File: config.mk
export PLATFORM = sky130hd
export DESIGN_NAME = switch_nport
export DESIGN_NICKNAME = d
export VERILOG_FILES = /design/src/rtl/packet_pkg.sv /design/src/rtl/switch_rr_arbiter.sv /design/src/rtl/switch_nport.sv
export SDC_FILE = /design/constraint.sdc
export NUM_CORES = 1
export LEC_CHECK = 0
export BUFFER_PORTS_ARGS = -buffer_cell sky130_fd_sc_hd__buf_2
export CAP_MARGIN = 20
export CORE_MARGIN = 2
export CORE_UTILIZATION = 28
export CTS_CLUSTER_DIAMETER = 80
export DETAILED_ROUTE_END_ITERATION = 12
export REMOVE_ABC_BUFFERS = 1
export SLEW_MARGIN = 20
export SYNTH_ARGS = -nofsm -noshare
export SYNTH_HDL_FRONTEND = slang
export SYNTH_SLANG_ARGS = --single-unit
File: constraint.sdc
create_clock -name clk -period 3.4 [get_ports clk]
set_input_delay 0.34 -clock clk [delete_from_list [all_inputs] [get_ports clk]]
set_output_delay 0.34 -clock clk [all_outputs]
set_load 0.02 [all_outputs]
File: src/rtl/packet_pkg.sv
// Packet type encoding and target-mask classification shared by the switch.
package packet_pkg;

  typedef enum logic [1:0] {
    NONE = 2'd0,
    SDP  = 2'd1,
    MDP  = 2'd2,
    BDP  = 2'd3
  } pkt_type_e;

  localparam int MAX_PORTS = 16;

  // Only the low num_ports bits of the target are meaningful.
  function automatic pkt_type_e classify(input logic [MAX_PORTS-1:0] target,
                                         input int num_ports);
    int ones;
    ones = 0;
    for (int k = 0; k < MAX_PORTS; k++) begin
      if (k < num_ports && target[k]) ones = ones + 1;
    end
    if (ones == 0)              return NONE;
    else if (ones == num_ports) return BDP;
    else if (ones == 1)         return SDP;
    else                        return MDP;
  endfunction

endpackage

File: src/rtl/switch_rr_arbiter.sv
// N-way round-robin arbiter: the pointer names the highest-priority requester,
// priority then rotates upward modulo N. Grant is one-hot or zero.
module switch_rr_arbiter #(
  parameter int N = 4
) (
  input  logic [N-1:0]         req_i,
  input  logic [$clog2(N)-1:0] ptr_i,
  output logic [N-1:0]         grant_o
);

  localparam int PW = $clog2(N);

  logic          found;
  logic [PW-1:0] idx;

  always_comb begin
    grant_o = '0;
    found   = 1'b0;
    idx     = '0;
    for (int k = 0; k < N; k++) begin
      idx = PW'((int'(ptr_i) + k) % N);
      if (!found && req_i[idx]) begin
        grant_o[idx] = 1'b1;
        found        = 1'b1;
      end
    end
  end

endmodule

File: src/rtl/switch_nport.sv
// Parametrised N-port packet switch: per-input ingress FIFOs whose head keeps a
// live pending mask, and one round-robin arbiter plus output register per port.
module switch_nport
  import packet_pkg::*;
#(
  parameter int NUM_PORTS  = 4,
  parameter int DATA_W     = 8,
  parameter int FIFO_DEPTH = 4
) (
  input  logic                 clk,
  input  logic                 rst_n,
  input  logic [NUM_PORTS-1:0] valid_in,
  output logic [NUM_PORTS-1:0] ready_in,
  input  logic [NUM_PORTS-1:0] source_in [NUM_PORTS],
  input  logic [NUM_PORTS-1:0] target_in [NUM_PORTS],
  input  logic [DATA_W-1:0]    data_in   [NUM_PORTS],
  output logic [NUM_PORTS-1:0] valid_out,
  input  logic [NUM_PORTS-1:0] ready_out,
  output logic [NUM_PORTS-1:0] source_out [NUM_PORTS],
  output logic [DATA_W-1:0]    data_out   [NUM_PORTS],
  output pkt_type_e            type_out   [NUM_PORTS],
  output logic [NUM_PORTS-1:0] drop
);

  localparam int N  = NUM_PORTS;
  localparam int AW = $clog2(FIFO_DEPTH);
  localparam int PW = $clog2(NUM_PORTS);
  localparam logic [AW:0]  FULL_CNT = (AW+1)'(FIFO_DEPTH);
  localparam logic [N-1:0] PORT0    = N'(1);

  typedef struct packed {
    logic [N-1:0]      src;
    logic [DATA_W-1:0] data;
    pkt_type_e         typ;
    logic [N-1:0]      mask;
  } entry_t;

  entry_t       mem_q [N][FIFO_DEPTH];
  logic [AW:0]  wr_ptr_q [N];
  logic [AW:0]  rd_ptr_q [N];
  logic [N-1:0] served_q [N];
  logic [N-1:0] served_d [N];
  logic [N-1:0] drop_q;

  entry_t       new_entry [N];
  entry_t       head      [N];
  logic [N-1:0] eff_mask  [N];
  logic [N-1:0] pending   [N];
  logic [N-1:0] gnt_in    [N];
  logic [N-1:0] empty, full, accept, push, pop;

  logic [N-1:0]      req     [N];
  logic [N-1:0]      arb_gnt [N];
  logic [N-1:0]      gnt     [N];
  logic [N-1:0]      load;
  logic [PW-1:0]     rr_q    [N];
  logic [PW-1:0]     rr_d    [N];
  logic [N-1:0]      valid_q;
  logic [N-1:0]      src_q   [N];
  logic [DATA_W-1:0] data_q  [N];
  pkt_type_e         typ_q   [N];
  logic [N-1:0]      sel_src [N];
  logic [DATA_W-1:0] sel_data[N];
  pkt_type_e         sel_typ [N];

  for (genvar i = 0; i < N; i++) begin : g_in
    assign empty[i]     = (wr_ptr_q[i] == rd_ptr_q[i]);
    assign full[i]      = ((wr_ptr_q[i] - rd_ptr_q[i]) == FULL_CNT);
    assign accept[i]    = valid_in[i] && !full[i];
    assign eff_mask[i]  = target_in[i] & ~(PORT0 << i);
    assign push[i]      = accept[i] && (eff_mask[i] != '0);
    assign new_entry[i] = {source_in[i], data_in[i],
                           classify(MAX_PORTS'(target_in[i]), N), eff_mask[i]};
    assign head[i]      = mem_q[i][rd_ptr_q[i][AW-1:0]];
    // Bits already served by earlier grants are masked off the stored mask.
    assign pending[i]   = empty[i] ? '0 : (head[i].mask & ~served_q[i]);
    assign pop[i]       = !empty[i] && ((pending[i] & ~gnt_in[i]) == '0);
  end

  assign ready_in = ~full;
  assign drop     = drop_q;

  always_comb begin
    for (int o = 0; o < N; o++) begin
      for (int i = 0; i < N; i++) begin
        req[o][i]    = pending[i][o];
        gnt_in[i][o] = gnt[o][i];
      end
    end
    for (int i = 0; i < N; i++) begin
      served_d[i] = pop[i] ? '0 : (served_q[i] | gnt_in[i]);
    end
  end

  always_ff @(posedge clk or negedge rst_n) begin
    if (!rst_n) begin
      drop_q <= '0;
      for (int i = 0; i < N; i++) begin
        wr_ptr_q[i] <= '0;
        rd_ptr_q[i] <= '0;
        served_q[i] <= '0;
      end
    end else begin
      drop_q <= accept & ~push;
      for (int i = 0; i < N; i++) begin
        if (push[i]) wr_ptr_q[i] <= wr_ptr_q[i] + 1'b1;
        if (pop[i])  rd_ptr_q[i] <= rd_ptr_q[i] + 1'b1;
        served_q[i] <= served_d[i];
      end
    end
  end

  always_ff @(posedge clk) begin
    for (int i = 0; i < N; i++) begin
      if (push[i]) mem_q[i][wr_ptr_q[i][AW-1:0]] <= new_entry[i];
    end
  end

  for (genvar o = 0; o < N; o++) begin : g_out
    assign load[o] = !valid_q[o] || ready_out[o];
    switch_rr_arbiter #(.N(N)) u_arb (
      .req_i  (req[o]),
      .ptr_i  (rr_q[o]),
      .grant_o(arb_gnt[o])
    );
    assign gnt[o] = load[o] ? arb_gnt[o] : '0;
  end

  always_comb begin
    for (int o = 0; o < N; o++) begin
      sel_src[o]  = '0;
      sel_data[o] = '0;
      sel_typ[o]  = NONE;
      rr_d[o]     = rr_q[o];
      for (int i = 0; i < N; i++) begin
        if (gnt[o][i]) begin
          sel_src[o]  = head[i].src;
          sel_data[o] = head[i].data;
          sel_typ[o]  = head[i].typ;
          rr_d[o]     = PW'((i + 1) % N);
        end
      end
    end
  end

  // A freed output reloads in the same edge it hands off, so no bubble.
  always_ff @(posedge clk or negedge rst_n) begin
    if (!rst_n) begin
      valid_q <= '0;
      for (int o = 0; o < N; o++) begin
        src_q[o]  <= '0;
        data_q[o] <= '0;
        typ_q[o]  <= NONE;
        rr_q[o]   <= '0;
      end
    end else begin
      for (int o = 0; o < N; o++) begin
        if (gnt[o] != '0) begin
          valid_q[o] <= 1'b1;
          src_q[o]   <= sel_src[o];
          data_q[o]  <= sel_data[o];
          typ_q[o]   <= sel_typ[o];
          rr_q[o]    <= rr_d[o];
        end else if (ready_out[o]) begin
          valid_q[o] <= 1'b0;
        end
      end
    end
  end

  assign valid_out  = valid_q;
  assign source_out = src_q;
  assign data_out   = data_q;
  assign type_out   = typ_q;

endmodule

# After elaboration in Yosys (flattened, before gate mapping)
# Memories as Yosys holds them, arrays and structs flattened.
# Cells that the tools add are included.
dict set report op_classes {
  n_addsub 36
  n_lt_le_gt_ge 44
  n_eq_ne 16
  n_mux 232
  n_bitwise 43
  n_reduce_logical 92
}
# op n
set ops {}
lappend ops {{$mux W32} 12}
lappend ops {{$add A32 B2 Y32 const B} 11}
lappend ops {{$mux W72} 4}
lappend ops {{$mux W18} 12}
lappend ops {{$mux W4} 44}
lappend ops {{$bmux W18 S2} 4}
lappend ops {{$demux W18 S2} 4}
lappend ops {{$eq A32 B2 Y1 const B} 4}
lappend ops {{$eq A32 B4 Y1 const B} 4}
lappend ops {{$logic_not A32 Y1} 4}
lappend ops {{$mux W8} 16}
lappend ops {{$mux W2} 44}
lappend ops {{$or A4 B4 Y4} 16}
lappend ops {{$mux W1} 60}
lappend ops {{$lt A2 B3 Y1 const B} 16}
lappend ops {{$logic_and A1 B1 Y1} 44}
lappend ops {{$not A4 Y4} 10}
lappend ops {{$and A4 B4 Y4} 9}
lappend ops {{$bmux W1 S2} 16}
lappend ops {{$demux W1 S2} 16}
lappend ops {{$ge A2 B1 Y1 const B} 16}
lappend ops {{$reduce_bool A4 Y1} 8}
lappend ops {{$add A3 B1 Y3 const B} 8}
lappend ops {{$ge A3 B3 Y1 const B} 8}
lappend ops {{other kinds (12)} 73}
dict set report totals {
  regBits 112
  mem_bits_rw 288
  in_bits 74
  output_inout_bits 68
  word_cells 497
  n_memories 1
}
# memory words width read_ports rd_clocked_by_memory_dff wr line_no
set memory_table {}
lappend memory_table {mem_q 4 72 4 0 4 switch_nport.sv:38} ;# entry_t mem_q [N][FIFO_DEPTH];

# Logic depth before layout (Yosys ltp)
# Gate-level depths: netlist of the first run.
dict set report logic_depth {
  depth_word 24
  mapped_depth 16
  ltp_nobuf 11
}

# Modules after synthesis
# From an unflattened synthesis of the first run, not the netlist that was laid out.
dict set report unflattened {
  hier_cells 1256
  hier_area_um2 17969.7
}
# module n_inst cells_per_inst area_per_inst_um2 seq_area_each_um2
set modules_own_cells {}
lappend modules_own_cells {switch_nport 1 1118 16653.5 10870.4}
lappend modules_own_cells {{switch_rr_arbiter at g_out[0].u_arb ...} 3 36 337.8 0.0}
lappend modules_own_cells {{switch_rr_arbiter at g_out[3].u_arb} 1 30 302.8 0.0}

# Least setup slack after synthesis of the first run
# Ideal clock, no wire load.
dict set report synth_timing {
  path_kind {reg2reg}
  start {reg rd_ptr_q[7] in the netlist's numbering}
  end {reg rd_ptr_q[10] in the netlist's numbering}
  setup_time_ns 0.128
  arrival_ns 3.572
  required_ns 3.272
  path_slack_ns -0.300
  stages_incl_launch_ff 15
  path_buffers 3
  synth_period_minus_slack_ns 3.700
  cell_sequence {dfrtp_1 -> buf_2 -> buf_1 -> inv_1 -> ha_1 -> nand2_1 -> clkbuf_1 -> o211a_2 -> nand3_1 -> a221oi_1 -> o21ai_0 -> a41oi_4 -> o221ai_2 -> a31oi_2 -> mux2_1}
}
dict set report synth_via {
  elab_chain_cells 23
  elab_cells_between_ends 111
  cone_classes {eq/ne: 1; mux: 68; bitwise: 16; reduce/logical: 26}
}
# element line_no
set synth_rtl {}
lappend synth_rtl {{from (decl)} switch_nport.sv:40} ;# logic [AW:0] rd_ptr_q [N];
lappend synth_rtl {{from (signal, indexed assignment)} switch_nport.sv:107} ;# if (pop[i]) rd_ptr_q[i] <= rd_ptr_q[i] + 1'b1;
lappend synth_rtl {{$not A2 Y3 (not written as such)} switch_nport.sv:74} ;# assign head[i] = mem_q[i][rd_ptr_q[i][AW-1:0]];
lappend synth_rtl {{$bmux W18 S2} switch_nport.sv:74}
lappend synth_rtl {{$mux W18 (not written as such) (2 in a row)} switch_nport.sv:74}
lappend synth_rtl {{$and A4 B4 Y4} switch_nport.sv:76} ;# assign pending[i] = empty[i] ? '0 : (head[i].mask & ~served_q[i]);
lappend synth_rtl {{$mux W4 *} switch_nport.sv:76}
lappend synth_rtl {{$bmux W1 S2} switch_rr_arbiter.sv:22} ;# if (!found && req_i[idx]) begin
lappend synth_rtl {{$mux W1 (not written as such)} switch_rr_arbiter.sv:22}
lappend synth_rtl {{$mux W1} switch_rr_arbiter.sv:22}
lappend synth_rtl {{(+6 left out)} -}
lappend synth_rtl {{$logic_not A1 Y1} switch_rr_arbiter.sv:22}
lappend synth_rtl {{$logic_and A1 B1 Y1} switch_rr_arbiter.sv:22}
lappend synth_rtl {{$mux W4} switch_rr_arbiter.sv:22}
lappend synth_rtl {{$mux W4} switch_nport.sv:126} ;# assign gnt[o] = load[o] ? arb_gnt[o] : '0;
lappend synth_rtl {{$not A4 Y4 *} switch_nport.sv:77} ;# assign pop[i] = !empty[i] && ((pending[i] & ~gnt_in[i]) == '0);
lappend synth_rtl {{$and A4 B4 Y4 *} switch_nport.sv:77}
lappend synth_rtl {{$logic_not A4 Y1 *} switch_nport.sv:77}
lappend synth_rtl {{$logic_and A1 B1 Y1 *} switch_nport.sv:77}
# Mark *: on every way between the ends. The rest lies on a longest branch, timed or not. The select of a mux whose other input is x is not followed.
# A chain may end at the register's enable or synchronous reset.

# Worst setup path after layout of the first run
dict set report layout_timing {
  start {reg rd_ptr_q[4] in the netlist's numbering}
  end {reg src_q, in the netlist source_out[8]}
}
dict set report layout_via {
  elab_chain_cells 23
  elab_cells_between_ends 37
  cone_classes {eq/ne: 1; mux: 24; bitwise: 5; reduce/logical: 7}
}
# element line_no
set layout_rtl {}
lappend layout_rtl {{$not A2 Y3 (not written as such)} switch_nport.sv:74}
lappend layout_rtl {{$bmux W18 S2} switch_nport.sv:74}
lappend layout_rtl {{$mux W18 (not written as such) (2 in a row)} switch_nport.sv:74}
lappend layout_rtl {{$and A4 B4 Y4} switch_nport.sv:76}
lappend layout_rtl {{$mux W4} switch_nport.sv:76}
lappend layout_rtl {{$bmux W1 S2} switch_rr_arbiter.sv:22}
lappend layout_rtl {{$mux W1 (not written as such)} switch_rr_arbiter.sv:22}
lappend layout_rtl {{$mux W1} switch_rr_arbiter.sv:22}
lappend layout_rtl {{(+3 left out)} -}
lappend layout_rtl {{$logic_not A1 Y1} switch_rr_arbiter.sv:22}
lappend layout_rtl {{$logic_and A1 B1 Y1} switch_rr_arbiter.sv:22}
lappend layout_rtl {{$mux W1} switch_rr_arbiter.sv:22}
lappend layout_rtl {{$logic_not A1 Y1} switch_rr_arbiter.sv:22}
lappend layout_rtl {{$logic_and A1 B1 Y1} switch_rr_arbiter.sv:22}
lappend layout_rtl {{$mux W4} switch_rr_arbiter.sv:22}
lappend layout_rtl {{$mux W4} switch_nport.sv:126}
lappend layout_rtl {{$mux W4 (4 in a row)} switch_nport.sv:136} ;# if (gnt[o][i]) begin
lappend layout_rtl {{to (signal, indexed assignment)} switch_nport.sv:160} ;# src_q[o] <= sel_src[o];
lappend layout_rtl {{to (decl)} switch_nport.sv:59} ;# logic [N-1:0] src_q [N];
# Several ways; a longest one is shown, not always the timed one. The select of a mux whose other input is x is not followed.

==> results.py, run 1 <==
metrics = {
    "clocking": {
        "ctsHtreeMaxLevel": 2,
        "clock_path_buffers": 3,
        "cts_buffers": 41,
        "clock_sinks": 380,
        "root_buffer": "clkbuf_16",
        "cts.clk_slew.worst_paths_ns": 0.06,
        "clk-insertion-delay-late_ns": 0.56,
        "cts_tree": "yes",
    },
    "placement": {
        "gp_congestion": 0.896,
        "place_ws_ns": -0.0751,
        "dp_hpwl_mm": 41.1,
        "place_inst": 2416,
        "port_buffers": 141,
    },
    "route": {
        "drt_iter0_markers": 1277,
        "via_per_inst": 5.18,
        "postRouteAntennaNets": 0,
        "wirelength_mm": 55.5,
        "drc": 0,
        "firstDrtPassIters": 9,
        "dr_total_vias": 13200,
        "detail_route.wl_per_cell_um": 21.9,
    },
    "finish": {
        "fin_cells": 2541,
        "drive_gt1_share_pct": 29.6,
        "nNetsFinal": 1792,
        "nFillCells": 6367,
        "mostFrequentLayoutCells": "edfxtp_1, buf_2, buf_4",
        "multi_input_area_um2": 7340,
        "regArea_um2": 10900,
        "final_common_cell": "edfxtp_1",
        "area_growth_pct": 25.4,
    },
    "floorplan": {
        "die-width_um": 261,
        "num_rows": 94,
        "die_h_um": 261,
        "core_um2": 65600,
        "num_io_pins": 142,
        "dieArea_um2": 68100,
        "initial_core_util_pct": 28.2,
    },
    "global_routing": {
        "track_usage_pct": 16.0,
        "antenna_found_initial": 3,
        "grt_pass1_vias": 13000,
        "grt_pass1_wl_mm": 82.1,
        "grt_max_degree": 42,
        "overflow": 0,
    },
    "worst_hold_path": {
        "holdCritPathClass": "in -> reg",
    },
    "setup_path": {
        "worstSetupEndpointType": "register",
        "crit_type": "reg -> reg",
        "critPathRequiredTime_ns": 3.87,
        "critPathLaunchType": "register",
        "cp.arrival_ns": 3.77,
        "path_max_fanout": 18,
    },
    "timing": {
        "hold_violations": 0,
        "tightest_slew_ns": 0.722,
        "fin_worst_skew_ns": 0.0196,
        "max_freq_mhz": 304,
        "finalSetupViolations": 0,
        "period_share_pct": 96.9,
        "setup_ws_ns": 0.106,
        "relSlewSlack_pct": 51.8,
        "holdWs_ns": 0.0283,
        "fin_crit_ns": 3.29,
        "finalMaxSlewViolations": 0,
    },
    "yosys": {
        "syn_inst": 1334,
        "seq_area_frac_synth_pct": 58.8,
        "syn_area_per_cell_um2": 13.9,
        "ys.flop_type": "edfxtp_1",
        "synth_area_um2": 18500,
        "synth-edff-count": 272,
        "ys_warn_count": 0,
        "async_flop_share_pct": 28.4,
        "synth.distinct_cells": 96,
        "synth-seq-cells": 380,
    },
    "outcome": {
        "status": "finished, final reports clean",
    },
    "job": {
        "max-cap-violations": 0,
    },
}
## final timing paths
check	from	to	slack (ns)	cells past startpoint
worst max-delay path	rd_ptr_q[4]	source_out[8]	0.11	11
worst max register to register	rd_ptr_q[4]	source_out[8]	0.11	11
min in group asynchronous	rst_n	drop[1]	0.35	2
worst min-delay path	source_in[7]	mem_q[2][71]	0.03	1
max in group asynchronous	rst_n	rd_ptr_q[9]	2.14	3
worst min register to register	source_out[4]	source_out[4]	0.48	1
## synthesized netlist by cell type, types with 5 or more instances
cell type / n / area (um^2)
edfxtp_1: 272 / 8170
dfrtp_1: 108 / 2700
ha_1: 74 / 926
nand3_1: 68 / 340
nor2_1: 68 / 255
nand2_1: 67 / 251
mux4_2: 66 / 1490
inv_1: 49 / 184
a21oi_1: 44 / 220
o21ai_0: 43 / 215
a21o_1: 28 / 210
a22oi_1: 28 / 210
a31oi_1: 28 / 175
clkbuf_1: 26 / 97.6
nand4_1: 20 / 125
o211ai_1: 19 / 143
and2_1: 18 / 113
buf_2: 18 / 90.1
a222oi_1: 17 / 170
o22ai_1: 17 / 106
xor2_1: 16 / 140
nand2b_1: 15 / 93.8
xnor2_1: 15 / 131
a21boi_0: 14 / 105
o31ai_1: 11 / 82.6
o211ai_2: 10 / 125
o21a_1: 9 / 67.6
o21ai_1: 9 / 45.0
nor2b_1: 8 / 50.1
buf_6: 6 / 67.6
nor3_1: 6 / 30.0
o2111ai_1: 6 / 52.6
or2_2: 6 / 37.5
a221oi_1: 5 / 43.8
buf_4: 5 / 37.5
o211a_2: 5 / 50.1
## registers in the layout, summed over array words and instances, names as in the netlist
register    cells
mem_q         272
served_q       12
rr_q            8
type_out        8
source_out     16
wr_ptr_q       12
rd_ptr_q       12
drop            4
valid_out       4
data_out       32
## final cells by class
type	instances	share of cell area, %
Multi-Input combinational cell	846	31.7
Inverter	49	0.793
Clock inverter	26	1.24
Sequential cell	380	46.9
Clock buffer	49	4.55
Tap cell	864	4.66
Timing Repair Buffer	326	10.2
Antenna cell	1	0.0108
## what timing repair did
action	in CTS	in global routing
hold buffers	46	0
gates cloned	0	0
endpoints found under the hold margin	212	0
resized for setup	1	39
buffers inserted	1	2
endpoints found under the setup margin	15	78
pin swaps	0	6
## critical path, cell delays in order (launching register included)
cell	delay, ns
dfrtp_1	0.34
buf_4	0.28
mux4_2	0.40
o211a_2	0.23
mux2_4	0.31
o21a_1	0.22
a22o_1	0.22
or2_4	0.31
a2111oi_4	0.40
buf_12	0.20
a222oi_1	0.11
o211ai_1	0.19
## stage by stage
step | instance area (um^2) | setup TNS [ns] | utilization, %
4_1_cts | 23000 | 0 | 35.0
2_1_floorplan | 18200 | -49.54 | -
3_3_place_gp | 21200 | 0 | 32.2
6_report | 23200 | 0 | 35.3
3_5_place_dp | 21200 | -0.691 | 32.2
5_1_grt | 23200 | -0.00365 | 35.3
## cell families (layout without fill, tap and decap cells)
logic type	after synthesis	in the layout	synth area share (%)
flip-flops	380	380	58.8
AO/OA/AOI/OAI	353	353	14.6
AND/OR/NAND/NOR	312	312	8.83
buffers and inverters	108	450	2.66
multiplexers	75	75	8.58
adder cells (fa/ha/maj)	74	74	5.01
XOR/XNOR	32	32	1.56
other	0	1	0
## routing by layer
layer	vias up	GRT usage [%]	share of wire [%]	wire [um]
met5	-	0	0.023	13
met4	2	6.63	4.1	2250
met3	129	3.07	7.3	4030
met2	549	25.6	46	25600
met1	6598	21.4	43	23600
li1	5896	-	-	-
Power of run 1 is not shown: default switching activity piles up to over one toggle a cycle in this logic, so the estimate is an artifact.
==> inputs of run 2 (changes only) <==
--- a/config.mk
+++ b/config.mk
@@ -7,9 +7,10 @@
 export LEC_CHECK = 0
 export BUFFER_PORTS_ARGS = -buffer_cell sky130_fd_sc_hd__buf_2
 export CAP_MARGIN = 20
-export CORE_MARGIN = 2
+export CORE_MARGIN = 10
 export CORE_UTILIZATION = 28
 export CTS_CLUSTER_DIAMETER = 80
+export CTS_CLUSTER_SIZE = 40
 export DETAILED_ROUTE_END_ITERATION = 12
 export REMOVE_ABC_BUFFERS = 1
 export SLEW_MARGIN = 20
==> results.py, run 2 (synthesis gave the netlist of run 1 again) <==
metrics = {
    "outcome": {
        "status": "finished, final reports clean",
    },
    "floorplan": {
        "die-width_um": 277,
        "num_io_pins": 142,
        "die_h_um": 277,
        "num_rows": 94,
        "initial_core_util_pct": 28.2,
        "dieArea_um2": 76700,
        "core_um2": 65600,
    },
    "job": {
        "max-cap-violations": 0,
    },
    "placement": {
        "gp_congestion": 0.907,
        "dp_hpwl_mm": 41.8,
        "port_buffers": 141,
        "place_ws_ns": -0.111,
    },
    "clocking": {
        "cts_tree": "yes",
        "cts.clk_slew.worst_paths_ns": 0.11,
        "clock_path_buffers": 3,
        "cts_buffers": 25,
        "ctsHtreeMaxLevel": 1,
        "clk-insertion-delay-late_ns": 0.60,
        "clock_sinks": 380,
        "root_buffer": "clkbuf_16",
    },
    "setup_path": {
        "worstSetupEndpointType": "register",
        "rr_worst_depth": 11,
        "critPathRequiredTime_ns": 3.90,
        "rrSetupSlack_ns": 0.09,
        "reg2reg_from": "rd_ptr_q[3]",
        "path_max_fanout": 15,
        "startpoint": "rd_ptr_q[3]",
        "crit_type": "reg -> reg",
        "critPathLaunchType": "register",
        "cp.arrival_ns": 3.82,
        "reg2reg_to": "data_out[18]",
    },
    "finish": {
        "final_common_cell": "edfxtp_1",
        "drive_gt1_share_pct": 30.1,
        "antenna_cells": 0,
        "nFillCells": 6310,
        "area_growth_pct": 25.6,
        "mostFrequentLayoutCells": "edfxtp_1, buf_2, buf_4",
        "nNetsFinal": 1798,
        "largest_reg_flops": 272,
    },
    "global_routing": {
        "track_usage_pct": 14.0,
        "antenna_found_initial": 0,
        "grt_pass1_wl_mm": 83.5,
        "grt_max_degree": 98,
        "grt_pass1_vias": 13100,
        "overflow": 0,
    },
    "timing": {
        "finalSetupViolations": 0,
        "fin_worst_skew_ns": 0.0473,
        "tightest_slew_ns": 0.651,
        "fin_crit_ns": 3.31,
        "setup_ws_ns": 0.0886,
        "finalMaxSlewViolations": 0,
        "period_share_pct": 97.4,
        "relSlewSlack_pct": 56.5,
        "rsz0062_at_grt": "yes",
        "hold_violations": 0,
        "max_freq_mhz": 302,
    },
    "route": {
        "wirelength_mm": 56.2,
        "via_per_inst": 5.19,
        "drc": 0,
        "drt_iter0_markers": 1443,
        "dr_total_vias": 13100,
        "firstDrtPassIters": 6,
        "postRouteAntennaNets": 0,
        "detail_route.wl_per_cell_um": 22.2,
    },
    "worst_hold_path": {
        "hold_depth": 2,
        "hold_path_startpoint": "valid_in[0]",
        "min_to": "drop[0]",
        "holdCritPathClass": "in -> reg",
    },
}
## run 2: cell count changes in the layout (fill, tap and decap cells not counted), sizes merged, moves of 2 or more
| cell | change |
|---|---|
| bufinv | -4 |
| clkinvlp | -5 |
| inv | +6 |
| clkinv | -2 |
| clkbuf | -23 |
| dlygate4sd3 | +8 |
| buf | +13 |
## run 2: per-stage QoR
| stage | util (%) | cells | hold WS [ns] | cell area, um^2 | TNS, ns |
|---|---|---|---|---|---|
| after floorplan | - | 1275 | 0.0444 | 18200 | -49.54 |
| after global placement | 32.3 | 2416 | 0.466 | 21200 | -0.00721 |
| after detailed placement | 32.3 | 2416 | 0.465 | 21200 | -1.04 |
| after CTS | 34.7 | 2516 | 0.00385 | 22800 | 0 |
| after global routing | 35.4 | 2533 | 0.0133 | 23200 | -0.0339 |
| final | 35.4 | 2533 | 0.0356 | 23200 | 0 |
## run 2: critical path, stage by stage, from the launching register on
cell	delay (ns)
dfrtp_2	0.40
buf_12	0.12
mux4_2	0.54
o211a_4	0.21
mux2_4	0.30
o21a_2	0.24
a22o_1	0.21
or2_4	0.31
a2111oi_4	0.39
buf_12	0.19
a222oi_1	0.12
o211ai_2	0.19
## run 2: worst max path at each step
stage          slack, ns  cells after the start           end
6_report            0.09                     11  data_out[18]
5_1_grt            -0.02                     12   type_out[2]
4_1_cts            0.009                     14  data_out[18]
3_5_place_dp       -0.11                     14  data_out[18]
3_3_place_gp      -0.005                     11   rd_ptr_q[5]
2_1_floorplan      -1.79                      9  data_out[10]
## run 2: timing repair
item | CTS | global route
gates resized for setup | 9 | 46
buffers inserted | 0 | 15
hold buffers | 54 | 0
pin swaps | 2 | 19
setup endpoints to repair | 43 | 79
endpoints found under the hold margin | 296 | 0
cloned | 0 | 1
## run 2: cell type report
class,instances,area [um^2],area share [%]
clock buffers,25,626,2.69
repair buffers,348,2630,11.3
inverters,49,184,0.792
clock inverters,21,422,1.82
well taps,864,1080,4.65
flip-flops and latches,380,10900,46.8
multi-input cells,846,7410,31.9
## run 2: routing by layer
metal	up-vias	part of all wire (%)	routed length, um	track usage [%]
met5	-	0	0	0
met4	0	4.3	2410	6.43
met3	115	6.2	3490	2.63
met2	510	46	25900	21.9
met1	6615	43	24400	18.5
li1	5896	-	-	-
Power of run 2 is left out for the same reason.
